--- config.mk ---
export PLATFORM = sky130hd
export DESIGN_NAME = seg_scan_display
export DESIGN_NICKNAME = d
export VERILOG_FILES = /design/src/rtl/seg_scan_display.sv
export SDC_FILE = /design/constraint.sdc
export NUM_CORES = 1
export LEC_CHECK = 0
export CAP_MARGIN = 20
export CELL_PAD_IN_SITES_DETAIL_PLACEMENT = 0
export CELL_PAD_IN_SITES_GLOBAL_PLACEMENT = 1
export CORE_AREA = 2 2 74 147
export CTS_CLUSTER_DIAMETER = 200
export CTS_CLUSTER_SIZE = 20
export DETAILED_ROUTE_END_ITERATION = 16
export DIE_AREA = 0 0 76 149
export GPL_ROUTABILITY_DRIVEN = 1
export PLACE_DENSITY = 0.9
export SLEW_MARGIN = 30
export SYNTH_ARGS = -nofsm -noshare
export SYNTH_HDL_FRONTEND = slang
export SYNTH_SLANG_ARGS = --single-unit
--- constraint.sdc ---
create_clock -name clk -period 3.5 [get_ports clk]
set_input_delay 1.05 -clock clk [delete_from_list [all_inputs] [get_ports clk]]
set_output_delay 1.05 -clock clk [all_outputs]
set_load 0.01 [all_outputs]
--- src/rtl/seg_scan_display.sv ---
// -----------------------------------------------------------------------------
// seg_scan_display
//
// Multiplexed seven-segment scanner. A packed hex value (one nibble per digit)
// is captured into shadow registers once per frame and shown one digit at a
// time on a common-anode display. Each digit slot lasts 2^DIV_BITS cycles. The
// first DEAD_CYCLES cycles of every slot keep all anodes off, so the segment
// pattern of the previous digit does not ghost onto the next one.
//
// Parameters:
//   NUM_DIGITS  - number of multiplexed digits (1..16)
//   DIV_BITS    - log2 of the slot length in clk cycles
//   DEAD_CYCLES - all-anodes-off cycles at the start of each slot
//                 (must be < 2^DIV_BITS)
//
// Ports:
//   clk         - system clock
//   rst         - synchronous, active-high reset
//   en          - display enable; low blanks the display and restarts the scan
//   data        - hex nibbles, digit i = data[4i+3:4i]
//   blank       - bit i high forces digit i dark
//   dp          - bit i high lights the decimal point of digit i
//   seg_n       - active-low segments {dp, g, f, e, d, c, b, a}
//   an_n        - active-low anode select, at most one bit low
//   frame_start - one-cycle pulse, the cycle after the shadow registers load
//
// Build option:
//   SEG_LEADING_ZERO_BLANK_EN - when defined, leading zero digits (nibble 0 and
//   dp clear, scanning from the most significant digit down to digit 1) are
//   blanked when the frame is captured. Digit 0 is never auto-blanked.
// -----------------------------------------------------------------------------
module seg_scan_display #(
    parameter int NUM_DIGITS  = 8,
    parameter int DIV_BITS    = 17,
    parameter int DEAD_CYCLES = 4
) (
    input  logic                    clk,
    input  logic                    rst,
    input  logic                    en,
    input  logic [4*NUM_DIGITS-1:0] data,
    input  logic [NUM_DIGITS-1:0]   blank,
    input  logic [NUM_DIGITS-1:0]   dp,
    output logic [7:0]              seg_n,
    output logic [NUM_DIGITS-1:0]   an_n,
    output logic                    frame_start
);

    // A single-digit display still needs a one-bit digit counter.
    localparam int DW = (NUM_DIGITS > 1) ? $clog2(NUM_DIGITS) : 1;

    localparam logic [DIV_BITS-1:0] DEAD_LIM   = DIV_BITS'(DEAD_CYCLES);
    localparam logic [DW-1:0]       LAST_DIGIT = DW'(NUM_DIGITS - 1);

    // Active-low {g,f,e,d,c,b,a} pattern for one hex nibble.
    function automatic logic [6:0] hex7(input logic [3:0] v);
        logic [6:0] s;
        case (v)
            4'h0: s = 7'h40;
            4'h1: s = 7'h79;
            4'h2: s = 7'h24;
            4'h3: s = 7'h30;
            4'h4: s = 7'h19;
            4'h5: s = 7'h12;
            4'h6: s = 7'h02;
            4'h7: s = 7'h78;
            4'h8: s = 7'h00;
            4'h9: s = 7'h10;
            4'hA: s = 7'h08;
            4'hB: s = 7'h03;
            4'hC: s = 7'h46;
            4'hD: s = 7'h21;
            4'hE: s = 7'h06;
            default: s = 7'h0E;
        endcase
        return s;
    endfunction

    // -------------------------------------------------------------------------
    // Scan counters
    // -------------------------------------------------------------------------
    logic [DIV_BITS-1:0] div_cnt;
    logic [DW-1:0]       digit;
    logic                div_wrap;
    logic                digit_wrap;
    logic                snapshot;

    assign div_wrap   = (div_cnt == '1);
    assign digit_wrap = (digit == LAST_DIGIT);

    // Frame boundary: slot 0 of digit 0. Because en=0 parks both counters at
    // zero, the first enabled cycle after reset or after en rises is always a
    // frame boundary and the shadow registers load immediately.
    assign snapshot = en && (div_cnt == '0) && (digit == '0);

    // NOTE: every clocked process uses non-blocking assignments so that all
    // registers sample the pre-edge values; blocking assignments here would
    // make the result depend on statement order.
    always_ff @(posedge clk) begin
        if (rst) begin
            div_cnt <= '0;
            digit   <= '0;
        end else if (!en) begin
            div_cnt <= '0;
            digit   <= '0;
        end else begin
            div_cnt <= div_cnt + 1'b1;
            if (div_wrap) begin
                digit <= digit_wrap ? '0 : digit + 1'b1;
            end
        end
    end

    // -------------------------------------------------------------------------
    // Leading-zero suppression, evaluated on the live inputs so the result is
    // captured together with the frame.
    // -------------------------------------------------------------------------
    logic [NUM_DIGITS-1:0] auto_blank;

`ifdef SEG_LEADING_ZERO_BLANK_EN
    always_comb begin : lz_scan
        logic leading;
        // NOTE: every variable written in a combinational block gets a default
        // at the top; a path that leaves it unassigned would infer a latch.
        auto_blank = '0;
        leading    = 1'b1;
        for (int i = NUM_DIGITS - 1; i >= 1; i--) begin
            if (leading && (data[4*i +: 4] == 4'h0) && !dp[i]) begin
                auto_blank[i] = 1'b1;
            end else begin
                leading = 1'b0;
            end
        end
    end
`else
    assign auto_blank = '0;
`endif

    // -------------------------------------------------------------------------
    // Shadow registers: the frame shown on the display. Inputs are only
    // sampled at the frame boundary, so the display never tears mid-scan.
    // -------------------------------------------------------------------------
    logic [4*NUM_DIGITS-1:0] shadow_data;
    logic [NUM_DIGITS-1:0]   shadow_blank;
    logic [NUM_DIGITS-1:0]   shadow_dp;

    // NOTE: the shadow bank is a handful of flops, not a RAM, so it is reset
    // like any other state; a reset that left it X would be visible if the
    // capture were ever delayed past the first lit cycle.
    always_ff @(posedge clk) begin
        if (rst) begin
            shadow_data  <= '0;
            shadow_blank <= '0;
            shadow_dp    <= '0;
        end else if (snapshot) begin
            shadow_data  <= data;
            shadow_blank <= blank | auto_blank;
            shadow_dp    <= dp;
        end
    end

    // -------------------------------------------------------------------------
    // Current-digit selection from the shadow bank
    // -------------------------------------------------------------------------
    logic [3:0]            cur_nibble;
    logic                  cur_blank;
    logic                  cur_dp;
    logic [NUM_DIGITS-1:0] an_sel;

    always_comb begin
        cur_nibble = 4'h0;
        cur_blank  = 1'b0;
        cur_dp     = 1'b0;
        an_sel     = '1;
        for (int i = 0; i < NUM_DIGITS; i++) begin
            if (int'(digit) == i) begin
                cur_nibble = shadow_data[4*i +: 4];
                cur_blank  = shadow_blank[i];
                cur_dp     = shadow_dp[i];
                an_sel[i]  = 1'b0;
            end
        end
    end

    // -------------------------------------------------------------------------
    // Next output values
    // -------------------------------------------------------------------------
    logic [7:0]            seg_next;
    logic [NUM_DIGITS-1:0] an_next;

    always_comb begin
        seg_next = 8'hFF;
        an_next  = '1;
        if (div_cnt >= DEAD_LIM) begin
            an_next = an_sel;
            // A blanked digit keeps its anode asserted but lights nothing,
            // decimal point included, so brightness of the other digits is
            // unaffected by how many are blanked.
            if (!cur_blank) begin
                seg_next = {~cur_dp, hex7(cur_nibble)};
            end
        end
    end

    // -------------------------------------------------------------------------
    // Registered outputs: glitch-free pins, one cycle behind the counters.
    // -------------------------------------------------------------------------
    always_ff @(posedge clk) begin
        if (rst || !en) begin
            seg_n       <= 8'hFF;
            an_n        <= '1;
            frame_start <= 1'b0;
        end else begin
            seg_n       <= seg_next;
            an_n        <= an_next;
            frame_start <= snapshot;
        end
    end

endmodule

==> results.toml, run 1 <==
[outcome]
status = "completed"

[logic_synthesis]
syn_avg_cell_area_um2 = 8.02
ys_dominant_reg_cell = "dfxtp_1"
ys_types = 56
yosys-top-cells-area = "dfxtp_1 43%, nand2_1 12%, a21oi_1 8.4%, ha_1 4.8%, nor2_1 2.7%"
synth_top_area_frac = 0.435
synth-edff-count = 0
syn_nets = 554
synthCells = 488
ys_ff_latch = 85
yosys.area.top_type = "dfxtp_1"
yosysWarnings = 0
ys_async_sr_fraction = 0
syn_area_mm2 = 0.00391
yosysSeqAreaShare = 0.435

[drt]
first_pass_iters = 4
drc = 0
dr_total_vias = 3405
ant_nets = 0
wl_per_cell_um = 13.2
via_per_inst = 4.94
wl_um = 9080
drt-initial-drc-count = 126

[cts]
clk_pin_slew_ns = 0.06
cts_tree = "built"
hold_buffers = 0
clockBufferDepth = 2
htree_levels = 3
numCtsBuffers = 9
clk-insertion-delay-late_ns = 0.34
cts-root-buf = "clkbuf_16"
clock-sinks = 85
cts_resized = 0
cts_setup_buffers = 0

[floorplan]
pin_count = 68
dieArea_mm2 = 0.0113
die_h_um = 149
core-area_mm2 = 0.0103
initial_core_util = 0.381
dieWidth_um = 76
std_cell_rows = 53

[min_path]
worstHoldStart = "shadow_data[17]$_SDFFE_PP0P_"
hold_class = "reg -> reg"

[power_and_ir_drop]
total_power_mw = 2.10
leakage_nw = 1.80
ir_drop_uv = 293
power_density_mw_per_mm2 = 424

[timing]
max_slew_margin = 0.613
period_minus_slack_ns = 3.07
tightest_slew_ns = 0.566
clock_skew_ns = 0.00443
tns_ns = 0
fmax_mhz = 326
layout_setup_ws_ns = 0.429
hold_slack_ns = 0.452
finalHoldViolCount = 0
report.final.slew_viol_count = 0
setup_violations = 0
post-route-period-util = 0.877
grt_setup_unrepaired = "no"

[cells_and_area]
mostFrequentLayoutCells = "123 x nand2_1, 85 x dfxtp_1, 67 x clkdlybuf4s50_1"
drive_above_1_share = 0.0616
final_common_cell = "nand2_1"
fillCellCount = 1012
area_delta_synth_final_pct = 26.4
antenna_cells = 0
fin_util = 0.481
layout.nets = 613

[grt]
grtUsageTotal = 0.166
grt_max_degree = 49
grt_antenna_before_repair = 0
grt_pass1_wl_um = 15200
grt_pass1_vias = 3240
grt_overflow_total = 0

[critical_path]
cp-end-kind = "flip-flop"
timing.rr.start = "digit[0]$_SDFFE_PP0N_"
critPathMaxFanout = 13
arrival_ns = 3.29
startpoint = "digit[0]$_SDFFE_PP0N_"
worst-endpoint-required_ns = 3.72
start_kind = "flip-flop"
crit_type = "reg -> reg"

[place]
dp_hpwl_um = 6370
gp_congestion = 0.787
port-buffer-count = 67
dp_worst_setup_slack_ns = 0.465

[job]
drv_cap = 0
[cells in the mapped netlist (4+ instances only)]
| cell type | n |
|---|---|
| a21oi_1 | 66 |
| buf_2 | 6 |
| buf_6 | 5 |
| clkbuf_1 | 16 |
| dfxtp_1 | 85 |
| ha_1 | 15 |
| inv_1 | 20 |
| mux2i_1 | 4 |
| nand2_1 | 123 |
| nand2b_1 | 4 |
| nand3_1 | 11 |
| nand3b_1 | 4 |
| nand4_1 | 5 |
| nor2_1 | 28 |
| nor2b_1 | 4 |
| nor3_1 | 9 |
| o21ai_0 | 12 |
| xnor2_1 | 5 |
| xor2_1 | 7 |
[critical path, cell delays in order, from the launching register on]
cell and delay [ns]:
dfxtp_1 0.40, ha_1 0.20, ha_1 0.43, nand2_1 0.13
a221oi_1 0.27, o32ai_1 0.16, a221oi_2 0.46, inv_1 0.17
ha_1 0.24, or3b_1 0.38, o311a_1 0.11
[power by group]
group / switching, mW / leakage (nW) / total (mW) / internal, mW
combinational: 0.0980 / 0.975 / 0.200 / 0.102
sequential: 0.0215 / 0.693 / 1.03 / 1.00
clock: 0.351 / 0.134 / 0.870 / 0.519
[final timing paths]
kind | to | slack, ns | depth (start not counted)
worst max-delay path | seg_n[0]$_SDFF_PP1_ | 0.43 | 10
worst min-delay path | shadow_data[17]$_SDFFE_PP0P_ | 0.45 | 2
worst max register to register | seg_n[0]$_SDFF_PP1_ | 0.43 | 10
worst min register to register | shadow_data[17]$_SDFFE_PP0P_ | 0.45 | 2
[metrics by stage]
stage	cells	area, µm²
after floorplan	488	3910
after global placement	673	4670
after detailed placement	673	4670
after CTS	689	4950
after global routing	689	4950
final	689	4950
[routing by layer]
metal | vias up | global-route usage | routed length [µm]
met2 | 85 | 0.267 | 4240
li1 | 1766 | - | -
met3 | 16 | 0.0436 | 472
met5 | - | 0 | 0
met1 | 1538 | 0.212 | 4200
met4 | 0 | 0.0655 | 170
[cells by family (layout without fill, tap and decap cells)]
group / Yosys count / in the layout / share of synthesized area
AND/OR/NAND/NOR: 209 / 209 / 0.239
AO/OA/AOI/OAI: 110 / 110 / 0.173
flip-flops: 85 / 85 / 0.435
buffers and inverters: 52 / 116 / 0.0643
adder cells (fa/ha/maj): 15 / 15 / 0.0480
XOR/XNOR: 12 / 12 / 0.0269
multiplexers: 5 / 5 / 0.0141
[final cells by class]
| class | instances | area [µm²] | share of cell area |
|---|---|---|---|
| multi-input combinational | 351 | 1960 | 0.396 |
| sequential | 85 | 1700 | 0.344 |
| timing repair buffer | 79 | 761 | 0.154 |
| clock buffer | 15 | 268 | 0.0541 |
| tap | 137 | 171 | 0.0347 |
| inverter | 21 | 78.8 | 0.0159 |
| clock inverter | 1 | 5.00 | 0.00101 |
[state kept, by name, indices dropped and copies added (netlist names)]
signal	flops
digit	3
shadow_blank	8
frame_start	1
shadow_dp	8
div_cnt	17
shadow_data	32
seg_n	8
an_n	8
No activity file was read; power rests on OpenSTA's default activity.
==> inputs of run 2 (changes only) <==
Settings changed: CORE_AREA 2 2 74 147 to 2 2 69 137, CTS_BUF_LIST from default to sky130_fd_sc_hd__clkbuf_4 sky130_fd_sc_hd__clkbuf_8 sky130_fd_sc_hd__clkbuf_16, DIE_AREA 0 0 76 149 to 0 0 71 139, DONT_BUFFER_PORTS from default to 1, PLACE_DENSITY 0.9 to 0.87.
==> results.toml, run 2 (synthesis gave the netlist of run 1 again) <==
[outcome]
status = "completed"

[power_and_ir_drop]
ir_drop_uv = 353
p_clk_frac = 0.484
leakage_nw = 1.56
power_density_mw_per_mm2 = 524
p_seq_frac = 0.456
power_switching_mw = 0.482
intPower_mw = 1.77
switching_share = 0.214
total_power_mw = 2.25
p_comb_frac = 0.060

[job]
drv_cap = 0

[timing]
hold_slack_ns = 0.442
finalHoldViolCount = 0
fmax_mhz = 329
post-route-period-util = 0.868
max_slew_margin = 0.594
clock_skew_ns = 0.00614
tightest_slew_ns = 0.594
grt_setup_unrepaired = "no"
period_minus_slack_ns = 3.04
setup_violations = 0
report.final.slew_viol_count = 0
tns_ns = 0

[cts]
cts_tree = "built"
cts_resized = 0
hold_buffers = 0
cts_setup_buffers = 0
cts-root-buf = "clkbuf_16"
clockBufferDepth = 2
clock-sinks = 85
clk_pin_slew_ns = 0.06
htree_levels = 3
numCtsBuffers = 9
clk-insertion-delay-late_ns = 0.34

[min_path]
min_path_cells = 2
hold_class = "reg -> reg"
worstHoldStart = "shadow_dp[4]$_SDFFE_PP0P_"
holdPathEnd = "shadow_dp[4]$_SDFFE_PP0P_"

[critical_path]
cp-end-kind = "flip-flop"
timing.rr.end = "seg_n[0]$_SDFF_PP1_"
startpoint = "digit[0]$_SDFFE_PP0N_"
crit_type = "reg -> reg"
reg2reg_depth = 10
arrival_ns = 3.27
critPathMaxFanout = 13
r2r_slack_ns = 0.46
worst-endpoint-required_ns = 3.73
timing.rr.start = "digit[0]$_SDFFE_PP0N_"
start_kind = "flip-flop"

[grt]
grt_pass1_vias = 3319
grtUsageTotal = 0.205
grt_pass1_wl_um = 15800
grt_overflow_total = 0
grt_max_degree = 50
grt_antenna_before_repair = 0

[drt]
drc = 0
wl_per_cell_um = 16.4
dr_total_vias = 3274
ant_nets = 0
first_pass_iters = 4
via_per_inst = 5.59
drt-initial-drc-count = 104
wl_um = 9630

[cells_and_area]
fillCellCount = 860
final_common_cell = "nand2_1"
mostFrequentLayoutCells = "123 x nand2_1, 85 x dfxtp_1, 66 x a21oi_1"
regMostFlops = "shadow_data"
layout.nets = 545
fin_util = 0.484
area_delta_synth_final_pct = 9.88
largest_reg_flops = 32
reg_top3 = "shadow_data x32, div_cnt x17"
antenna_cells = 0
drive_above_1_share = 0.0764
final_area_mm2 = 0.00430

[floorplan]
dieWidth_um = 71
die_h_um = 139
dieArea_mm2 = 0.00987
pin_count = 68
core-area_mm2 = 0.00889
initial_core_util = 0.440
std_cell_rows = 49

[place]
gp_congestion = 0.952
port-buffer-count = 0
placed_cell_area_mm2 = 0.00395
dp_hpwl_um = 7260
## run 2: worst max path at each step
stage	end	depth (start not counted)	slack, ns
finish	seg_n[0]$_SDFF_PP1_	10	0.46
global route	seg_n[0]$_SDFF_PP1_	10	0.11
CTS	seg_n[0]$_SDFF_PP1_	10	0.47
detailed placement	seg_n[0]$_SDFF_PP1_	10	0.47
global placement	seg_n[0]$_SDFF_PP1_	9	0.60
floorplan	seg_n[0]$_SDFF_PP1_	10	0.80
## run 2: final cells by class
| type | instances | area, µm² | area share |
|---|---|---|---|
| Tap cell | 102 | 128 | 0.0297 |
| Clock inverter | 6 | 110 | 0.0256 |
| Sequential cell | 85 | 1700 | 0.396 |
| Inverter | 21 | 78.8 | 0.0183 |
| Multi-Input combinational cell | 351 | 1960 | 0.456 |
| Clock buffer | 10 | 239 | 0.0556 |
| Timing Repair Buffer | 11 | 82.6 | 0.0192 |
## run 2: stage by stage
stage | instances | worst slack, ns
6_report | 586 | 0.461
5_1_grt | 586 | 0.105
4_1_cts | 586 | 0.466
3_5_place_dp | 570 | 0.472
3_3_place_gp | 570 | 0.604
2_1_floorplan | 488 | 0.798
## run 2: critical path: stages, from the launching register on
cell,delay (ns)
dfxtp_1,0.39
ha_1,0.20
ha_1,0.45
nand2_1,0.14
a221oi_1,0.25
o32ai_1,0.15
a221oi_2,0.44
inv_1,0.19
ha_1,0.24
or3b_1,0.38
o311a_1,0.11
## run 2: power by group through the flow
stage	Clock, mW	Combinational (mW)	Sequential [mW]
after floorplan	0	0.115	1.04
after global placement	0	0.132	1.05
after detailed placement	0	0.136	1.05
after CTS	1.11	0.137	1.03
after global routing	1.16	0.154	1.03
final	1.09	0.135	1.03
## run 2: layer usage
metal,vias to the layer above,track usage,share of wire
met3,30,0.0422,0.038
met1,1530,0.195,0.35
met2,79,0.379,0.56
met4,0,0.136,0.051
met5,-,0,0
li1,1635,-,-
